`src/rtl/hp35_display_scan.sv`:
```
// HP-35 display bus capture and multiplexed LED scan: frames of 14 BCD digits
// arrive serially on DD, are committed atomically, and are scanned one digit per dwell.
module hp35_display_scan #(
   parameter int DWELL = 256,
   parameter int BLANK = 4
) (
   input  logic        osc_in,
   input  logic        cdiv_rst,
   input  logic        phi2,
   input  logic        START,
   input  logic [4:0]  DD,
   input  logic        display_en,
   output logic [6:0]  seg,
   output logic        dp,
   output logic [13:0] dig_sel,
   output logic        frame_done,
   output logic        frame_err,
   output logic [1:0]  dbg_state
);

   localparam int CW = $clog2(DWELL);

   localparam logic [1:0] IDLE    = 2'd0;
   localparam logic [1:0] CAPTURE = 2'd1;
   localparam logic [1:0] COMMIT  = 2'd2;

   logic          phi2_s1, phi2_s2, phi2_prev;
   logic          start_s1, start_s2;
   logic [4:0]    dd_s1, dd_s2;
   logic          tick;

   logic [1:0]    state;
   logic [1:0]    bitcnt;
   logic [3:0]    digcnt;
   logic [4:0]    shadow [14];
   logic [4:0]    buffer [14];

   logic [CW-1:0] scan_cnt;
   logic [3:0]    scan_idx;
   logic [4:0]    cur_digit;
   logic          show;

   function automatic logic [6:0] seg_decode(input logic [3:0] bcd);
      logic [6:0] s;
      case (bcd)
         4'h0:    s = 7'h3F;
         4'h1:    s = 7'h06;
         4'h2:    s = 7'h5B;
         4'h3:    s = 7'h4F;
         4'h4:    s = 7'h66;
         4'h5:    s = 7'h6D;
         4'h6:    s = 7'h7D;
         4'h7:    s = 7'h07;
         4'h8:    s = 7'h7F;
         4'h9:    s = 7'h6F;
         4'hE:    s = 7'h40;
         default: s = 7'h00;
      endcase
      return s;
   endfunction

   // Input synchronizers; phi2_prev turns the synchronized phi2 into a one-cycle tick
   always_ff @(posedge osc_in or posedge cdiv_rst) begin
      if (cdiv_rst) begin
         phi2_s1   <= 1'b0;
         phi2_s2   <= 1'b0;
         phi2_prev <= 1'b0;
         start_s1  <= 1'b0;
         start_s2  <= 1'b0;
         dd_s1     <= 5'h00;
         dd_s2     <= 5'h00;
      end else begin
         phi2_s1   <= phi2;
         phi2_s2   <= phi2_s1;
         phi2_prev <= phi2_s2;
         start_s1  <= START;
         start_s2  <= start_s1;
         dd_s1     <= DD;
         dd_s2     <= dd_s1;
      end
   end

   assign tick      = phi2_s2 & ~phi2_prev;
   assign dbg_state = state;

   always_ff @(posedge osc_in or posedge cdiv_rst) begin
      if (cdiv_rst) begin
         state      <= IDLE;
         bitcnt     <= 2'd0;
         digcnt     <= 4'd0;
         frame_done <= 1'b0;
         frame_err  <= 1'b0;
         for (int i = 0; i < 14; i++) shadow[i] <= 5'h0F;
      end else begin
         frame_done <= 1'b0;
         case (state)
            IDLE: begin
               if (tick && start_s2) begin
                  state  <= CAPTURE;
                  bitcnt <= 2'd0;
                  digcnt <= 4'd0;
               end
            end
            CAPTURE: begin
               if (tick) begin
                  // A new START mid-frame wins over any data on the same tick
                  if (start_s2) begin
                     frame_err <= 1'b1;
                     bitcnt    <= 2'd0;
                     digcnt    <= 4'd0;
                  end else begin
                     bitcnt <= bitcnt + 2'd1;
                     if (bitcnt == 2'd3) begin
                        shadow[digcnt] <= dd_s2;
                        digcnt         <= digcnt + 4'd1;
                        if (digcnt == 4'd13) state <= COMMIT;
                     end
                  end
               end
            end
            COMMIT: begin
               frame_done <= 1'b1;
               state      <= IDLE;
            end
            default: state <= IDLE;
         endcase
      end
   end

   always_ff @(posedge osc_in or posedge cdiv_rst) begin
      if (cdiv_rst) begin
         for (int i = 0; i < 14; i++) buffer[i] <= 5'h0F;
      end else if (state == COMMIT) begin
         buffer <= shadow;
      end
   end

   // Free-running scan, untouched by capture activity
   always_ff @(posedge osc_in or posedge cdiv_rst) begin
      if (cdiv_rst) begin
         scan_cnt <= '0;
         scan_idx <= 4'd0;
      end else if (scan_cnt == CW'(DWELL - 1)) begin
         scan_cnt <= '0;
         scan_idx <= (scan_idx == 4'd13) ? 4'd0 : scan_idx + 4'd1;
      end else begin
         scan_cnt <= scan_cnt + 1'b1;
      end
   end

   assign cur_digit = buffer[scan_idx];
   assign show      = display_en && (scan_cnt >= CW'(BLANK));

   always_ff @(posedge osc_in or posedge cdiv_rst) begin
      if (cdiv_rst) begin
         seg     <= 7'h00;
         dp      <= 1'b0;
         dig_sel <= 14'h0000;
      end else if (show) begin
         seg     <= seg_decode(cur_digit[3:0]);
         dp      <= cur_digit[4];
         dig_sel <= 14'h0001 << scan_idx;
      end else begin
         seg     <= 7'h00;
         dp      <= 1'b0;
         dig_sel <= 14'h0000;
      end
   end

endmodule

```
`config.mk`:
```
export PLATFORM = sky130hd
export DESIGN_NAME = hp35_display_scan
export DESIGN_NICKNAME = d
export VERILOG_FILES = /design/src/rtl/hp35_display_scan.sv
export SDC_FILE = /design/constraint.sdc
export NUM_CORES = 1
export LEC_CHECK = 0
export ABC_CLOCK_PERIOD_IN_PS = 20800
export CAP_MARGIN = 5
export CORE_ASPECT_RATIO = 1.1
export CORE_MARGIN = 8
export CORE_UTILIZATION = 39
export DETAILED_ROUTE_END_ITERATION = 8
export SYNTH_ARGS = -nofsm -noshare
export SYNTH_HDL_FRONTEND = slang
export SYNTH_SLANG_ARGS = --single-unit
```
`constraint.sdc`:
```
create_clock -name osc_in -period 20.8 [get_ports osc_in]
set_input_delay 5.2 -clock osc_in [delete_from_list [all_inputs] [get_ports osc_in]]
set_output_delay 5.2 -clock osc_in [all_outputs]
set_load 0.005 [all_outputs]
```
After elaboration in Yosys (flattened, before gate mapping) --
Memory sizes are Yosys's and may differ from the RTL's. Index checks and enable logic that the tools add are counted. W data, S select, Z words.
Storage, ports and cells: register bits after elaboration 199, memory bits (read-only) 112, word-level logic and storage cells 109, input bits 10, output and inout port bits 26, memories kept 1
Cells by class: bitwise operators 5, order comparisons 4, muxes and demuxes 27, equality and inequality tests 12, $add $sub $neg 4, shift operators 1, reductions and logical operators 10
Memory list:
- (no name shown) | depth 16, bits a word 7, read ports 1, clocked after Yosys merged registers in 0, wr ports 0, line 45 | case (bcd)
Operators with widths (count):
- $bwmux W70 | 1
- $bmux W5 S4 | 1
- $demux W5 S4 | 1
- $mux W4 | 5
- $mux W2 | 8
- $mux W5 | 3
- $mux W14 | 1
- $shl A1 B4 Y14 const A | 1
- $ge A5 B5 Y1 const B | 2
- $ne A2 B2 Y1 const B | 5
- $not A4 Y5 | 2
- $add A4 B1 Y4 const B | 2
- $add A8 B1 Y8 const B | 1
- $eq A4 B4 Y1 const B | 2
- $eq A8 B8 Y1 const B | 1
- $ge A8 B3 Y1 const B | 1
- $mux W8 | 1
- $pmux W2 S2 | 2
- $pmux W4 S2 | 1
- $reduce_and A4 Y1 | 2
- $mux W7 | 1
- $reduce_and A3 Y1 | 2
- $lt A5 B1 Y1 const B | 1
- $reduce_and A5 Y1 | 1
- 10 further kinds | 15

Longest topological paths before layout --
Gate-level depths: netlist (run 1).
depth after elaboration 6, mapped depth 10, gate-level depth less buffers 8

Worst setup path before layout (run 1) --
No wires, ideal clock.
path type input to register, start point input display_en, end point register seg[4], data arrival time 5.904 ns, buffers on the path 1, path slack 14.819 ns, data required time 20.724 ns, setup time 0.076 ns, cell stages on the path 4, cells stage by stage o31ai_1 -> clkbuf_1 -> or2_2 -> o21ai_1
Between the ends: longest elaborated chain between the ends 2
RTL lines:
- start, declared | line 12 | input logic display_en,
- $logic_and A1 B1 Y1 | line 152 | assign show = display_en && (scan_cnt >= CW'(BLANK));
- $mux W7 | line 159 | end else if (show) begin
- end signal, assigned | line 160 | seg <= seg_decode(cur_digit[3:0]);
- end, declared | line 13 | output logic [6:0] seg,
No other way between the ends. A chain may end at the register's enable or synchronous reset.

==> summary.md, run 1 <==
| Metric | Value |
|---|---|
| # hold bufs at CTS | `0` |
| Cell Pwr Density | `75.13 mW/mm²` |
| Net Count, Synth | `approximately 590` |
| Vias in the first global route | `~5000` |
| Initial DRC Count | `239` |
| Routed len/inst | `17.75 µm` |
| DR top layer | `met4` |
| Cell variety after synth | `57` |
| Setup CP Type | `in -> async` |
| Non-filler cells, final | `~900` |
| Worst Tran Pin Value | `slightly below 1 ns` |
| Worst-skew pair later-pin latency | `0.43 ns` |
| Sw frac | `21.67%` |
| R2R cell count | `8` |
| First-pass GRT wire length | `27140 µm` |
| Overall routing resource usage | `13.25%` |
| Post-synth EDFFs | `0` |
| Total die area | `about 0.026 mm²` |
| Most frequent cells in the layout | `mux2_2 (142), dfstp_2 (112), dfrtp_1 (87)` |
| # rows | `between 50 and 60` |
| Final setup margin | `14.06 ns` |
| Synth area leaders | `dfstp_2 (35%), dfrtp_1 (26%), mux2_2 (19%)` |
| Max frequency | `~0.15 GHz` |
| Proportion of layout cells with a drive suffix above 1 | `about half` |
| Crit path to | `dd_s2[1]` |
| Crit path DAT | `roughly 7.2 ns` |
| Worst-path clk slew | `approximately 0.07 ns` |
| Max-slew violation count | `0` |
| CP startpoint | `cdiv_rst` |
| Syn avg cell area | `between 10 and 15 µm²` |
| Initial antenna violation count | `0` |
| Synth top area share | `between 30% and 40%` |
| Slew HR | `34.42%` |
| Clock power frac | `between 40% and 50%` |
| Hold Crit Depth | `0` |
| Cells after Synth | `~570` |
| Worst slack, placed | `around 14 ns` |
| Worst vdd ir | `0.05715 mV` |
| Met3 wire length | `568 µm` |
| DR pass1 iterations | `4` |
| Logic pwr share | `between 2 and 3%` |
| Ports | `36` |
| Core area | `about 0.021 mm²` |
| Critical Path RT | `~21 ns` |
| H-tree levels | `4` |
| P_int | `~560 µW` |
| Final min period | `between 6 and 7 ns` |
| TritonCTS buffer count | `17` |
| Die Wd | `155.8 µm` |
| Final nets | `between 600 and 700` |
| Commonest non-fill, non-tap cell in the layout | `mux2_2` |
| Die Ht | `between 150 and 200 µm` |
| Inst Count DP | `around 870` |
| Post-synth ARST share | `100.0%` |
| R2r setup slk | `17.92 ns` |
| Total vias in the final route | `approximately 4500` |
| Outcome | `complete, no violations` |
| Post-cts resize count | `0` |
| Critical path fanouts, max | `about 140` |
| Ys Warns | `0` |
| Post-DP HPWL | `between 10000 and 15000 µm` |
| Largest net degree at the start of global routing | `about 140` |
| Ys flop type | `dfstp_2` |
| Static Leak | `approximately 4 nW` |
| Synth area leader | `dfstp_2` |
| Cell Area, Synth | `approximately 0.0084 mm²` |
| # port buffers | `35` |
| Setup TNS Final | `0 ns` |
| Fill cell count | `~1900` |
| R2r startpoint | `scan_idx[1]` |
| Global route total overflow | `0` |
| MaxCap Viol Count | `0` |
| Startpoint Class | `input port` |
| Setup Fix Bufs, Post-CTS | `0` |
| Remaining DRCs | `0` |
| Critical Path End Type | `async pin` |
| Count of state elements after synthesis | `about 200` |
| Crit share post-route | `between 30% and 40%` |
| Synth-to-layout area growth | `14.34%` |
| Routed wl met2 | `approximately 8100 µm` |
| Antenna Cells | `0` |
| Sequential fraction of the synthesis area | `61.06%` |
| Count of final hold-check violations | `0` |
| Crit Reg-Reg Endpoint | `seg[0]` |
| NetSw | `approximately 160 µW` |
| Clock Skew | `a little over 0.008 ns` |
| Flop pwr share | `between 50% and 60%` |
| GP Congestion | `0.7660` |
| CTS sink cnt | `199` |
| Post-DRT Antenna Nets | `0` |
| CTS tree | `built` |
| Clock Tree Root | `clkbuf_16` |
| Longest Clk Path Bufs | `2` |
| Post-Route M1 WL | `approximately 7200 µm` |
| Worst Hold Class | `reg -> reg` |
| Initial Utilization | `between 30% and 40%` |
| Routed WL | `16050 µm` |
| Vias per inst | `around 5.0` |
| Final setup violation count | `0` |
| RSZ-0062 raised after global routing | `false` |
metrics by stage:
step                power, mW  area [µm²]  hold slack [ns]  util (%)
floorplan              0.4161        8386           0.3312         -
global placement       0.4242        9042           0.3329     42.59
detailed placement     0.4258        9042           0.3347     42.59
CTS                    0.7307        9588           0.3505     45.16
global route           0.7507        9588           0.3561     45.16
finish                 0.7203        9588           0.3467     45.16
worst max-delay path, cell delays in order:
cell	delay [ns]
clkdlybuf4s50_1	0.49
inv_8	0.57
buf_4	0.73
metal layers:
metal / global-route usage [%] / vias up
met1: 16.64 / 2383
met5: 0 / -
li1: - / 2077
met4: 4.012 / 0
met2: 22.17 / 60
met3: 3.286 / 15
layout make-up:
type | count | area (µm²) | share of cell area, %
tap | 290 | 362.8 | 3.784
clock inverter | 11 | 73.82 | 0.7699
multi-input combinational | 329 | 3108 | 32.42
inverter | 13 | 56.30 | 0.5872
sequential | 199 | 5120 | 53.40
timing repair buffer | 41 | 395.4 | 4.124
clock buffer | 21 | 471.7 | 4.920
worst min path at each step:
stage,startpoint,slack (ns),end
finish,dd_s1[2],0.35,dd_s2[2]
global route,phi2_s1,0.36,phi2_s2
CTS,dd_s1[2],0.35,dd_s2[2]
detailed placement,dd_s1[2],0.33,dd_s2[2]
global placement,dd_s1[3],0.33,dd_s2[3]
floorplan,dd_s1[0],0.33,dd_s2[0]
logic make-up (layout without fill, tap and decap cells):
logic type               Yosys count  in the layout  share of synthesized area [%]
AND/OR/NAND/NOR                   90             90                          5.685
XOR/XNOR                           6              6                         0.6268
adder cells (fa/ha/maj)           14             14                          2.089
flip-flops                       199            199                          61.06
buffers and inverters             39             86                          1.969
multiplexers                     175            175                          24.87
AO/OA/AOI/OAI                     44             44                          3.701
sequential cells by signal, summed over array words and instances, names as in the netlist:
signal      flops
dig_sel        14
scan_cnt        8
start_s1        1
start_s2        1
buffer         70
phi2_s1         1
phi2_s2         1
dd_s1           5
dbg_state       2
frame_done      1
dd_s2           5
bitcnt          2
dp              1
digcnt          4
shadow         70
scan_idx        4
frame_err       1
phi2_prev       1
seg             7
power groups by stage:
stage,logic [mW],registers [mW],clock network [mW]
floorplan,0.0130,0.403,0
global placement,0.0182,0.406,0
detailed placement,0.0192,0.407,0
CTS,0.0193,0.400,0.311
global route,0.0214,0.401,0.328
finish,0.0185,0.400,0.302
synth_stat cells, drive strengths merged (2+ instances only):
cell,count
and2,4
nor3,7
nor3b,2
mux4,11
and3,4
nor2,13
o21ai,13
mux2,145
a31oi,2
dfrtp,87
o32ai,2
a21oi,6
nand3,5
nand2,30
xnor2,3
xor2,3
nand2b,4
nor2b,10
nand4,3
or2,3
a211oi,3
buf,7
dfstp,112
clkbuf,19
inv,13
o41ai,2
mux2i,19
ha,14
a221oi,3
o22ai,4
Power figures use the tool's default switching activity.
==> run 2, diff against run 1 <==
--- a/config.mk
+++ b/config.mk
@@ -5,7 +5,7 @@
 export SDC_FILE = /design/constraint.sdc
 export NUM_CORES = 1
 export LEC_CHECK = 0
-export ABC_CLOCK_PERIOD_IN_PS = 20800
+export ABC_CLOCK_PERIOD_IN_PS = 6690
 export CAP_MARGIN = 5
 export CORE_ASPECT_RATIO = 1.1
 export CORE_MARGIN = 8
==> constraint.sdc (replaced) <==
create_clock -name osc_in -period 6.69 [get_ports osc_in]
set_input_delay 1.6725 -clock osc_in [delete_from_list [all_inputs] [get_ports osc_in]]
set_output_delay 1.6725 -clock osc_in [all_outputs]
set_load 0.005 [all_outputs]
==> run 2 against run 1 <==
Clock skew is essentially flat. Sequential share of layout area is essentially flat. First-iteration DRC count shrank 30%. Wire length shrank 0.57%. Non-clock buffer count is the same. Via count shrank 0.75%. Largest power group unchanged. Worst setup slack lost 11 ns. Critical endpoint is now dbg_state[0]. Sequential cell count is the same. Sequential power grew to 3.1 times the previous value. Critical path type is now reg -> out. Highest routed layer unchanged.
==> summary.md, run 2 (synthesis gave the netlist of run 1 again) <==
| Metric | Value |
|---|---|
| CP max stage delay | `0.57 ns (was 0.73 ns)` |
| Final setup violation count | `0 (unchanged)` |
| NetSw | `471.9 µW (was 156.1 µW)` |
| Fill cell count | `1905 (was 1910)` |
| Critical path fanouts, max | `9 (was 138)` |
| GP Congestion | `0.7923 (was 0.7660)` |
| Clock power frac | `42.1% (was 41.9%)` |
| Clock Skew | `0.008157 ns (was 0.008167 ns)` |
| CTS tree | `built (unchanged)` |
| Remaining DRCs | `0 (unchanged)` |
| Crit share post-route | `~48%` |
| Die Ht | `169.8 µm (unchanged)` |
| Initial Utilization | `39.50% (unchanged)` |
| Final min period | `3.185 ns` |
| Routed WL | `15960 µm (was 16050 µm)` |
| Clock Tree Root | `clkbuf_16 (unchanged)` |
| # rows | `56 (unchanged)` |
| MaxCap Viol Count | `0 (unchanged)` |
| Crit path DAT | `1.51 ns (was 7.22 ns)` |
| Worst Hold Class | `reg -> reg (unchanged)` |
| TritonCTS buffer count | `17 (unchanged)` |
| Most frequent cells in the layout | `mux2_2 (142), dfstp_2 (112), dfrtp_1 (87) (unchanged)` |
| P_int | `1.777 mW (was 564.3 µW)` |
| Sw frac | `20.98% (was 21.67%)` |
| Synth-to-layout area growth | `14.40% (was 14.34%)` |
| Buf/Inv on CP | `1 (was 3)` |
| Worst Tran Pin Value | `0.9929 ns (was 0.9837 ns)` |
| Max frequency | `0.3139 GHz` |
| Initial DRC Count | `168 (was 239)` |
| Post-cts resize count | `0 (unchanged)` |
| Initial antenna violation count | `0 (unchanged)` |
| Outcome | `complete, no violations (unchanged)` |
| Inst Count DP | `872 (unchanged)` |
| Startpoint Class | `flip-flop (was input port)` |
| Setup Fix Bufs, Post-CTS | `0 (unchanged)` |
| Worst vdd ir | `0.1651 mV (was 0.05715 mV)` |
| Placed Area | `0.009051 mm² (was 0.009042 mm²)` |
| Longest Clk Path Bufs | `2 (unchanged)` |
| Post-DRT Antenna Nets | `0 (unchanged)` |
| R2r setup slk | `3.85 ns (was 17.92 ns)` |
| Setup CP Type | `reg -> out (was in -> async)` |
| Worst-skew pair later-pin latency | `0.42 ns (was 0.43 ns)` |
| # hold bufs at CTS | `0 (unchanged)` |
| Final nets | `625 (unchanged)` |
| Flop pwr share | `55.3% (was 55.5%)` |
| First-pass GRT wire length | `26190 µm (was 27140 µm)` |
| Crit path max-delay family | `buffers and inverters (unchanged)` |
| Power Total | `2.249 mW (was 720.3 µW)` |
| Critical Path RT | `5.02 ns (was 21.28 ns)` |
| Antenna Cells | `0 (unchanged)` |
| Total vias in the final route | `4501 (was 4535)` |
| Post-DP HPWL | `10460 µm (was 10610 µm)` |
| Die Wd | `155.8 µm (unchanged)` |
| Vias in the first global route | `4791 (was 4995)` |
| Vias per inst | `4.984 (was 5.017)` |
| Largest net degree at the start of global routing | `149 (was 139)` |
| Slew HR | `33.81% (was 34.42%)` |
| Final setup margin | `3.505 ns (was 14.06 ns)` |
| Max-slew violation count | `0 (unchanged)` |
| Routed len/inst | `17.67 µm (was 17.75 µm)` |
| Global route total overflow | `0 (unchanged)` |
| Ports | `36 (unchanged)` |
| Logic pwr share | `2.6% (about the same)` |
| Worst slack, placed | `3.217 ns (was 13.57 ns)` |
| Non-filler cells, final | `903 (was 904)` |
| Setup TNS Final | `0 ns (unchanged)` |
| RSZ-0062 raised after global routing | `false (unchanged)` |
| Critical Path End Type | `output port (was async pin)` |
| Total die area | `0.02646 mm² (unchanged)` |
| Largest registers | `buffer x70, shadow x70, dig_sel x14 (unchanged)` |
| Core area | `0.02123 mm² (unchanged)` |
| Slowest library cell on the worst path | `clkdlybuf4s50_1 (was buf_4)` |
| # port buffers | `35 (unchanged)` |
| Count of final hold-check violations | `0 (unchanged)` |
| DR pass1 iterations | `4 (unchanged)` |
| Proportion of layout cells with a drive suffix above 1 | `50.41% (was 50.49%)` |
| Static Leak | `4.113 nW (was 4.103 nW)` |
| CTS sink cnt | `199 (unchanged)` |
| H-tree levels | `4 (unchanged)` |
| Worst-path clk slew | `0.07 ns (about the same)` |
| Commonest non-fill, non-tap cell in the layout | `mux2_2 (unchanged)` |
| Overall routing resource usage | `12.76% (was 13.25%)` |
| Worst-path cell chain | `clkdlybuf4s50_1 (was clkdlybuf4s50_1, inv_8, buf_4)` |
| Fin area | `0.009593 mm² (was 0.009588 mm²)` |
| Cell Pwr Density | `234.4 mW/mm² (was 75.13 mW/mm²)` |
-- run 2: final timing paths --
path	endpoint	from	cells past startpoint
setup / recovery	dbg_state[0]	dbg_state[0]	1
hold / removal	dd_s2[1]	dd_s1[1]	0
setup reg to reg	seg[0]	scan_idx[1]	6
hold reg to reg	dd_s2[1]	dd_s1[1]	0
max in group asynchronous	frame_done	cdiv_rst	4
min in group asynchronous	scan_cnt[0]	cdiv_rst	3
-- run 2: per-stage QoR --
| step | hold slack [ns] | utilization [%] |
|---|---|---|
| 2_1_floorplan | 0.3312 | - |
| 5_1_grt | 0.3536 | 45.19 |
| 3_3_place_gp | 0.3322 | 42.63 |
| 6_report | 0.3475 | 45.19 |
| 3_5_place_dp | 0.3357 | 42.63 |
| 4_1_cts | 0.3485 | 45.19 |
-- run 2: per-layer routing --
layer	global-route usage (%)	wire, µm
met4	4.054	195
met2	21.03	7744
met1	16.19	7477
met5	0	0
met3	3.235	538
-- run 2: final cells by class --
cell class | count | area [µm²] | share of cell area (%)
Clock buffer | 21 | 460.4 | 4.800
Clock inverter | 10 | 81.33 | 0.8478
Inverter | 13 | 52.55 | 0.5478
Multi-Input combinational cell | 329 | 3108 | 32.40
Sequential cell | 199 | 5120 | 53.37
Tap cell | 290 | 362.8 | 3.782
Timing Repair Buffer | 41 | 407.9 | 4.252
-- run 2: power groups by stage --
stage	Combinational, mW	Sequential (mW)	Clock [mW]
after floorplan	0.0405	1.25	0
after global placement	0.0574	1.26	0
after detailed placement	0.0595	1.26	0
after CTS	0.0598	1.24	0.974
after global routing	0.0664	1.25	1.03
final	0.0577	1.24	0.947
==> run 3, diff against run 2 <==
--- a/config.mk
+++ b/config.mk
@@ -5,7 +5,7 @@
 export SDC_FILE = /design/constraint.sdc
 export NUM_CORES = 1
 export LEC_CHECK = 0
-export ABC_CLOCK_PERIOD_IN_PS = 6690
+export ABC_CLOCK_PERIOD_IN_PS = 3050
 export CAP_MARGIN = 5
 export CORE_ASPECT_RATIO = 1.1
 export CORE_MARGIN = 8
==> constraint.sdc (replaced) <==
create_clock -name osc_in -period 3.05 [get_ports osc_in]
set_input_delay 0.7625 -clock osc_in [delete_from_list [all_inputs] [get_ports osc_in]]
set_output_delay 0.7625 -clock osc_in [all_outputs]
set_load 0.005 [all_outputs]
==> run 3 against run 2 <==
Sequential cell count is the same. First-iteration DRC count increased by 14%. Hold slack better by 0.0040 ns. Largest power group unchanged. Highest routed layer unchanged. Cell count grew 0.66%. Clock power rose by 120%. Largest cell class unchanged.
==> summary.md, run 3 (synthesis gave the netlist of run 1 again) <==
| Metric | Value |
|---|---|
| Outcome | `complete, no violations (unchanged)` |
| # port buffers | `35 (unchanged)` |
| Worst-path cell chain | `mux4_2, or2_0, a211oi_2, inv_1, ha_1, mux2_2, o22ai_1 (was clkdlybuf4s50_1)` |
| Setup Fix Bufs, Post-CTS | `0 (unchanged)` |
| R2r startpoint | `scan_idx[3] (was scan_idx[1])` |
| CTS tree | `built (unchanged)` |
| Logic pwr share | `2.6% (about the same)` |
| Hold Path Origin | `phi2_s1 (was dd_s1[1])` |
| R2R cell count | `7 (was 6)` |
| Slew HR | `32.63% (was 33.81%)` |
| First-pass GRT wire length | `26970 µm (was 26190 µm)` |
| Most frequent cells in the layout | `mux2_2 (142), dfstp_2 (112), dfrtp_1 (87) (unchanged)` |
| NetSw | `1.123 mW (was 471.9 µW)` |
| CP max stage delay | `0.79 ns (was 0.57 ns)` |
| Fill cell count | `1884 (was 1905)` |
| Critical Path RT | `3.39 ns (was 5.02 ns)` |
| Max frequency | `~0.38 GHz` |
| Utilization after layout | `45.59% (was 45.19%)` |
| Slowest library cell on the worst path | `dfrtp_1 (was clkdlybuf4s50_1)` |
| Largest net degree at the start of global routing | `89 (was 149)` |
| Flop pwr share | `54.7% (was 55.3%)` |
| Die Ht | `169.8 µm (unchanged)` |
| Count of final hold-check violations | `0 (unchanged)` |
| Clock Tree Root | `clkbuf_16 (unchanged)` |
| Routed WL | `16450 µm (was 15960 µm)` |
| Antenna Cells | `0 (unchanged)` |
| Hold Crit Depth | `0 (unchanged)` |
| R2r setup slk | `0.44 ns (was 3.85 ns)` |
| Initial DRC Count | `192 (was 168)` |
| Remaining DRCs | `0 (unchanged)` |
| Longest Clk Path Bufs | `2 (unchanged)` |
| Core area | `0.02123 mm² (unchanged)` |
| Setup CP Type | `reg -> reg (was reg -> out)` |
| # hold bufs at CTS | `0 (unchanged)` |
| Die Wd | `155.8 µm (unchanged)` |
| Post-cts resize count | `0 (unchanged)` |
| Largest registers | `buffer x70, shadow x70, dig_sel x14 (unchanged)` |
| Global route total overflow | `0 (unchanged)` |
| Crit Reg-Reg Endpoint | `seg[3] (was seg[0])` |
| Critical Path End Type | `flip-flop (was output port)` |
| # rows | `56 (unchanged)` |
| P_int | `3.858 mW (was 1.777 mW)` |
| DR pass1 iterations | `4 (unchanged)` |
| Sw frac | `22.55% (was 20.98%)` |
| Routed len/inst | `18.10 µm (was 17.67 µm)` |
| Worst Hold Class | `reg -> reg (unchanged)` |
| Crit share post-route | `a little under nine tenths` |
| CTS sink cnt | `199 (unchanged)` |
| Worst vdd ir | `0.4081 mV (was 0.1651 mV)` |
| Static Leak | `4.148 nW (was 4.113 nW)` |
| Worst Tran Pin Value | `1.002 ns (was 0.9929 ns)` |
| Crit path DAT | `2.96 ns (was 1.51 ns)` |
| Non-filler cells, final | `909 (was 903)` |
| Total die area | `0.02646 mm² (unchanged)` |
| MaxCap Viol Count | `0 (unchanged)` |
| Critical path fanouts, max | `19 (was 9)` |
| Vias per inst | `5.081 (was 4.984)` |
| Synth-to-layout area growth | `15.41% (was 14.40%)` |
| Clock power frac | `42.6% (was 42.1%)` |
| Post-DP HPWL | `11530 µm (was 10460 µm)` |
| H-tree levels | `4 (unchanged)` |
| Hold Path End | `phi2_s2 (was dd_s2[1])` |
| Worst-skew pair later-pin latency | `0.43 ns (was 0.42 ns)` |
| Overall routing resource usage | `13.37% (was 12.76%)` |
| Clock Skew | `0.009571 ns (was 0.008157 ns)` |
| GP Congestion | `0.7394 (was 0.7923)` |
| Max-slew violation count | `0 (unchanged)` |
| Final nets | `630 (was 625)` |
| Ports | `36 (unchanged)` |
| Startpoint Class | `flip-flop (unchanged)` |
| Proportion of layout cells with a drive suffix above 1 | `51.05% (was 50.41%)` |
| Initial Utilization | `39.50% (unchanged)` |
| RSZ-0062 raised after global routing | `false (unchanged)` |
| Final min period | `roughly 2.6 ns` |
| Worst-path clk slew | `0.07 ns (about the same)` |
| Initial antenna violation count | `1 (was 0)` |
| Vias in the first global route | `4813 (was 4791)` |
| Total vias in the final route | `4619 (was 4501)` |
| Cell Pwr Density | `514.7 mW/mm² (was 234.4 mW/mm²)` |
| Inst Count DP | `877 (was 872)` |
| Commonest non-fill, non-tap cell in the layout | `mux2_2 (unchanged)` |
| Final setup violation count | `0 (unchanged)` |
| TritonCTS buffer count | `17 (unchanged)` |
| Post-DRT Antenna Nets | `0 (unchanged)` |
-- run 3: worst max-delay path by stage --
stage	from	endpoint	slack, ns
after floorplan	cdiv_rst	bitcnt[0]	-0.20
after global routing	scan_idx[3]	seg[6]	0.28
after global placement	scan_idx[3]	seg[3]	0.60
final	scan_idx[3]	seg[3]	0.44
after CTS	scan_idx[3]	seg[3]	0.43
after detailed placement	scan_idx[3]	seg[3]	0.44
-- run 3: final cells by class --
type                            count  area [µm²]  area share, %
Sequential cell                   199        5120          52.90
Multi-Input combinational cell    329        3108          32.11
Timing Repair Buffer               46       470.5          4.861
Clock buffer                       19       454.2          4.693
Tap cell                          290       362.8          3.749
Clock inverter                     13       110.1          1.138
Inverter                           13       52.55         0.5430
-- run 3: metal layers --
metal | GRT usage [%] | vias to the layer above | routed length [µm]
met3 | 3.566 | 13 | 635
met4 | 4.223 | 0 | 199
met1 | 16.77 | 2435 | 7403
met5 | 0 | - | 0
met2 | 22.11 | 73 | 8210
li1 | - | 2098 | -
-- run 3: metrics by stage --
step                setup WS [ns]  instance area [µm²]  hold slack [ns]  setup TNS (ns)  power [mW]
detailed placement         0.4440                 9114           0.3370               0       2.908
floorplan                 -0.1954                 8389           0.3312          -17.00       2.839
global placement           0.6003                 9114           0.3320               0       2.901
finish                     0.4384                 9678           0.3515               0       4.981
CTS                        0.4299                 9678           0.3545               0       5.048
global route               0.2822                 9678           0.3602               0       5.194
-- run 3: critical path: cells and delay by family (launching register included) --
kind | cells | cell delay [ns]
buf+inv | 1 | 0.13
flops | 1 | 0.79
mux | 2 | 0.66
fa+ha+maj | 1 | 0.24
simple gates | 1 | 0.22
compound gates | 2 | 0.47
-- run 3: power by group through the flow --
stage	logic, mW	clock network, mW	registers (mW)
after floorplan	0.0889	0	2.75
after global placement	0.132	0	2.77
after detailed placement	0.136	0	2.77
after CTS	0.137	2.18	2.73
after global routing	0.152	2.31	2.73
final	0.131	2.12	2.73
